[src/rtl/spi_pe_frame_ctrl.sv]
// Frame-level sequencer beside the byte-level SPI peripheral: feeds one wide TX
// frame out byte by byte and assembles received bytes into one wide RX frame.
module spi_pe_frame_ctrl #(
    parameter int DATA_WIDTH  = 8,
    parameter int FRAME_WORDS = 4
) (
    input  logic                              clk_in,
    input  logic                              rst_in,
    input  logic [DATA_WIDTH*FRAME_WORDS-1:0] tx_data_in,
    input  logic                              tx_valid_in,
    output logic                              tx_ready_out,
    output logic [DATA_WIDTH-1:0]             byte_out,
    output logic                              byte_valid_out,
    input  logic [DATA_WIDTH-1:0]             byte_in,
    input  logic                              byte_valid_in,
    input  logic                              chip_sel_in,
    output logic [DATA_WIDTH*FRAME_WORDS-1:0] rx_data_out,
    output logic                              rx_valid_out,
    output logic                              frame_error_out,
    output logic                              busy_out
);

    localparam int FRAME_W  = DATA_WIDTH * FRAME_WORDS;
    localparam int RX_SH_W  = FRAME_W - DATA_WIDTH;
    localparam int IDX_W    = (FRAME_WORDS > 2) ? $clog2(FRAME_WORDS) : 1;

    typedef enum logic [1:0] {
        ST_IDLE    = 2'd0,
        ST_ARMED   = 2'd1,
        ST_ACTIVE  = 2'd2,
        ST_WAIT_CS = 2'd3
    } state_t;

    state_t               r_state;
    logic                 r_cs_meta;
    logic                 r_cs_sync;
    logic [FRAME_W-1:0]   r_tx_frame;
    logic [RX_SH_W-1:0]   r_rx_shift;
    logic [IDX_W-1:0]     r_idx;
    logic [DATA_WIDTH-1:0] r_byte;
    logic                 r_byte_valid;
    logic [FRAME_W-1:0]   r_rx_data;
    logic                 r_rx_valid;
    logic                 r_frame_error;

    logic                 w_cs_low;
    logic                 w_last;
    logic [FRAME_W-1:0]   w_rx_next;

    assign w_cs_low  = ~r_cs_sync;
    assign w_last    = (r_idx == IDX_W'(FRAME_WORDS - 1));
    assign w_rx_next = {r_rx_shift, byte_in};

    assign tx_ready_out    = (r_state == ST_IDLE) && !w_cs_low && !rst_in;
    assign busy_out        = (r_state != ST_IDLE);
    assign byte_out        = r_byte;
    assign byte_valid_out  = r_byte_valid;
    assign rx_data_out     = r_rx_data;
    assign rx_valid_out    = r_rx_valid;
    assign frame_error_out = r_frame_error;

    // Two-flop synchroniser for the asynchronous chip select; idles deasserted (high).
    always_ff @(posedge clk_in) begin
        if (rst_in) begin
            r_cs_meta <= 1'b1;
            r_cs_sync <= 1'b1;
        end else begin
            r_cs_meta <= chip_sel_in;
            r_cs_sync <= r_cs_meta;
        end
    end

    // Frame sequencer. The TX frame register is shifted left after each byte so
    // the next byte to send always sits in the top DATA_WIDTH bits.
    always_ff @(posedge clk_in) begin
        if (rst_in) begin
            r_state       <= ST_IDLE;
            r_tx_frame    <= '0;
            r_rx_shift    <= '0;
            r_idx         <= '0;
            r_byte        <= '0;
            r_byte_valid  <= 1'b0;
            r_rx_data     <= '0;
            r_rx_valid    <= 1'b0;
            r_frame_error <= 1'b0;
        end else begin
            r_byte_valid  <= 1'b0;
            r_rx_valid    <= 1'b0;
            r_frame_error <= 1'b0;
            case (r_state)
                ST_IDLE: begin
                    if (w_cs_low) begin
                        r_tx_frame   <= '0;
                        r_rx_shift   <= '0;
                        r_byte       <= '0;
                        r_byte_valid <= 1'b1;
                        r_idx        <= '0;
                        r_state      <= ST_ACTIVE;
                    end else if (tx_valid_in) begin
                        r_tx_frame   <= tx_data_in << DATA_WIDTH;
                        r_byte       <= tx_data_in[FRAME_W-1 -: DATA_WIDTH];
                        r_byte_valid <= 1'b1;
                        r_state      <= ST_ARMED;
                    end else begin
                        r_state <= ST_IDLE;
                    end
                end
                ST_ARMED: begin
                    if (w_cs_low) begin
                        r_idx      <= '0;
                        r_rx_shift <= '0;
                        r_state    <= ST_ACTIVE;
                    end else begin
                        r_state <= ST_ARMED;
                    end
                end
                ST_ACTIVE: begin
                    // A byte completing together with CS rising still counts.
                    if (byte_valid_in) begin
                        r_rx_shift <= w_rx_next[RX_SH_W-1:0];
                        if (w_last) begin
                            r_rx_data  <= w_rx_next;
                            r_rx_valid <= 1'b1;
                            r_state    <= ST_WAIT_CS;
                        end else begin
                            r_idx        <= r_idx + IDX_W'(1);
                            r_byte       <= r_tx_frame[FRAME_W-1 -: DATA_WIDTH];
                            r_tx_frame   <= r_tx_frame << DATA_WIDTH;
                            r_byte_valid <= 1'b1;
                            r_state      <= ST_ACTIVE;
                        end
                    end else if (!w_cs_low) begin
                        r_frame_error <= 1'b1;
                        r_rx_shift    <= '0;
                        r_tx_frame    <= '0;
                        r_idx         <= '0;
                        r_state       <= ST_IDLE;
                    end else begin
                        r_state <= ST_ACTIVE;
                    end
                end
                ST_WAIT_CS: begin
                    if (!w_cs_low) begin
                        r_state <= ST_IDLE;
                    end else begin
                        r_state <= ST_WAIT_CS;
                    end
                end
                default: begin
                    r_state <= ST_IDLE;
                end
            endcase
        end
    end

endmodule

[config.mk]
export PLATFORM = sky130hd
export DESIGN_NAME = spi_pe_frame_ctrl
export DESIGN_NICKNAME = d
export VERILOG_FILES = /design/src/rtl/spi_pe_frame_ctrl.sv
export SDC_FILE = /design/constraint.sdc
export NUM_CORES = 1
export LEC_CHECK = 0
export BUFFER_PORTS_ARGS = -buffer_cell sky130_fd_sc_hd__buf_4
export CORE_UTILIZATION = 53
export CTS_CLUSTER_SIZE = 16
export DETAILED_ROUTE_END_ITERATION = 16
export HOLD_SLACK_MARGIN = 0.15
export PLACE_DENSITY = 0.79
export SLEW_MARGIN = 20
export SYNTH_ARGS = -nofsm -noshare
export SYNTH_HDL_FRONTEND = slang
export SYNTH_SLANG_ARGS = --single-unit
[constraint.sdc]
create_clock -name clk_in -period 1.97 [get_ports clk_in]
set_clock_uncertainty 0.1 [all_clocks]
set_input_delay 0.0985 -clock clk_in [delete_from_list [all_inputs] [get_ports clk_in]]
set_output_delay 0.0985 -clock clk_in [all_outputs]
set_load 0.02 [all_outputs]
==> impl_metrics.yaml <==
cells_and_area:
  most-common-layout-cells: "sky130_fd_sc_hd__buf_4, sky130_fd_sc_hd__dfxtp_1, sky130_fd_sc_hd__nand2_1"
  finalNonFillerCells: 658
  diodes: 0
  most_common_cell_after_layout_fill_and_taps_aside: "sky130_fd_sc_hd__buf_4"
  flow.area_growth_from_synthesis_pct: 36.38
  drive_above_1_share_pct: 22.60
  finalNetCount: 604
  multi_input_comb_area_mm2: 0.001635
  nFillCells: 499
  regArea_mm2: 0.001942
  finish.instance_area_mm2: 0.005136
routing:
  number_of_drc_violations_after_detailed_routing: 0
  avgViaCountPerCell: 5.691
  drt_iter0_drc: 356
  detailedRoute.firstPassIterationCount: 5
  number_of_vias_after_detailed_routing: 3745
  route.final.wire_length_um: 10200
  antenna_violating_nets_post_route: 0
  avgRoutedWirePerCell_um: 15.51
min_path:
  hold_depth: 1
  hold_path_class: "reg2reg"
place:
  dp_hpwl_um: 6079
  placed_instances: 598
  placed_area_mm2: 0.004511
  placement.io_buffers: 89
  gp_congestion: 0.7803
global_routing:
  groute.usage.overall_pct: 28.38
  gr-usage-met1_pct: 36.58
  most_heavily_used_metal_layer_in_global_routing: "met2"
  grtUsageMet3_pct: 7.619
  grt_use_met2_pct: 44.23
  vias_in_the_first_global_route: 3465
  grt_first_pass_wirelength_um: 16480
  grt_start_max_net_pins: 97
  initial_antenna_violation_count: 0
  global_route.overflow_total: 0
sta:
  final.setup.tns_ns: 0
  slew_headroom_pct: 55.66
  rsz_0062_raised_after_global_routing: "no"
  clock.fmax_mhz: 558.0
  worst-slew-pin-transition_ns: 0.6651
  finalHoldViolCount: 0
  final-max-slew-violation-count: 0
  fin_crit_sh_pct: 90.98
  final.hold.worst_slack_ns: 0.3239
  count_of_final_setup_violators: 0
  final_period_minus_worst_setup_slack_ns: 1.792
setup_path:
  endpoint_kind: "register"
  worst-r2r-cell-count: 4
  cp.arrival_ns: 1.99
  worst_ep_required_time_ns: 2.17
  crit_fanout: 19
  timing.setup.critical_path_class: "reg2reg"
  start_kind: "register"
floorplan:
  core_box_area_mm2: 0.006832
  chipWidth_um: 86.30
  die-area_mm2: 0.007447
  initial_core_util_pct: 55.13
  floorplan.rows: 30
  io_pins: 90
  die_height_um: 86.30
cts:
  clock_latency_ns: 0.37
  post_cts_resized: 0
  tritoncts.num_buffers: 9
  ctsLongestPathBuffers: 2
  clkSlewWorstSetupHoldPaths_ns: 0.09
  cts_root_buf: "sky130_fd_sc_hd__clkbuf_8"
  cts_tree: "done"
  cts_num_sinks: 97
  holdBufCountCts: 44
  post_cts_setup_buffer_count: 0
  clock_tree.htree_level_count: 3
logic_synthesis:
  syn-mean-instance-area_um2: 8.579
  count_of_flip_flops_with_a_built_in_enable_after_synthesis: 0
  synth-seq-area-share_pct: 51.56
  ys.flop_type: "sky130_fd_sc_hd__dfxtp_1"
  synthArstFlopShare_pct: 0
  yosys_reg_bits: 97
  synth_cell_types: 33
  synth-warning-count: 0
  synthesis.area_mm2: 0.003766
  synth_fp_nets: 486
  synthesis.instances: 439
flow_run:
  maxCapViolCount: 0
power:
  ir_drop_mv: 0.3704
  p_leak_nw: 2.054
  pwr_density_cell_mw_per_mm2: 740.3
outcome:
  outcome: "finished clean"
## through the flow
stage | setup WS, ns | utilization, % | power [W]
6_report | 0.1778 | 75.18 | 0.003802
2_1_floorplan | 0.1535 | - | 0.002363
3_3_place_gp | 0.3157 | 66.03 | 0.002523
5_1_grt | 0.02265 | 75.18 | 0.003955
3_5_place_dp | 0.2468 | 66.03 | 0.002533
4_1_cts | 0.2369 | 75.18 | 0.003795
## logic make-up (layout without fill, tap and decap cells)
kind of cell             after synthesis  count (layout)  share of synthesized area [%]
AND/OR/NAND/NOR                      166             166                          20.30
AO/OA/AOI/OAI                        131             131                          22.46
flip-flops                            97              97                          51.56
buffers and inverters                 43             166                          5.017
adder cells (fa/ha/maj)                2               2                         0.6643
## synthesized netlist by cell type (2+ instances only)
master / count / share of area [%]
sky130_fd_sc_hd__dfxtp_1: 97 / 52
sky130_fd_sc_hd__nand2_1: 74 / 7.4
sky130_fd_sc_hd__a21oi_1: 51 / 6.8
sky130_fd_sc_hd__nor2_1: 35 / 3.5
sky130_fd_sc_hd__a22oi_1: 24 / 4.8
sky130_fd_sc_hd__clkbuf_1: 24 / 2.4
sky130_fd_sc_hd__a31oi_1: 17 / 2.8
sky130_fd_sc_hd__a211oi_1: 16 / 3.2
sky130_fd_sc_hd__and3_1: 16 / 2.7
sky130_fd_sc_hd__buf_2: 16 / 2.1
sky130_fd_sc_hd__o21ai_1: 11 / 1.5
sky130_fd_sc_hd__nand2b_1: 10 / 1.7
sky130_fd_sc_hd__nand3_1: 8 / 1.1
sky130_fd_sc_hd__nand4_1: 8 / 1.3
sky130_fd_sc_hd__a311oi_1: 7 / 1.6
sky130_fd_sc_hd__or2_2: 3 / 0.50
sky130_fd_sc_hd__and2_1: 2 / 0.33
sky130_fd_sc_hd__and2b_1: 2 / 0.40
sky130_fd_sc_hd__ha_1: 2 / 0.66
sky130_fd_sc_hd__nand3b_1: 2 / 0.40
sky130_fd_sc_hd__nor3b_1: 2 / 0.40
## routing by layer
layer	vias up	wire length [um]	part of all wire, %
met3	32	740	7.3
li1	1784	-	-
met5	-	0	0
met4	0	297	2.9
met1	1767	4514	44
met2	162	4653	46
## flip-flops by register name, summed over array words and instances, names as in the netlist
signal,count
rx_data_out,32
rx_valid_out,1
r_rx_shift,24
r_tx_frame,24
byte_valid_out,1
r_state,2
frame_error_out,1
r_idx,2
byte_out,8
r_cs_meta,1
r_cs_sync,1
## power by group
| group | total, W | internal [W] | switching, W |
|---|---|---|---|
| sequential | 0.00208 | 0.00203 | 0.0000465 |
| clock | 0.00123 | 0.000481 | 0.000745 |
| combinational | 0.000497 | 0.000247 | 0.000250 |
| total | 0.00380 | 0.00276 | 0.00104 |
## layout make-up
cell class / count / area share (%)
Tap cell: 96 / 2.339
Clock buffer: 9 / 2.412
Multi-Input combinational cell: 299 / 31.84
Timing Repair Buffer: 148 / 24.26
Clock inverter: 7 / 1.194
Inverter: 2 / 0.1462
Sequential cell: 97 / 37.81
## worst max-delay path, cell delays in order, from the launching register on
cell and delay [ns]:
sky130_fd_sc_hd__dfxtp_1 0.48, sky130_fd_sc_hd__and2b_1 0.41, sky130_fd_sc_hd__nor2_1 0.46, sky130_fd_sc_hd__nand4_1 0.16, sky130_fd_sc_hd__o21ai_1 0.11
## worst paths after layout
check        startpoint  slack [ns]              to
min           r_cs_meta        0.32       r_cs_sync
min reg2reg   r_cs_meta        0.32       r_cs_sync
max reg2reg  r_state[0]        0.18  r_tx_frame[14]
max          r_state[0]        0.18  r_tx_frame[14]
No activity file was read; power rests on OpenSTA's default activity.
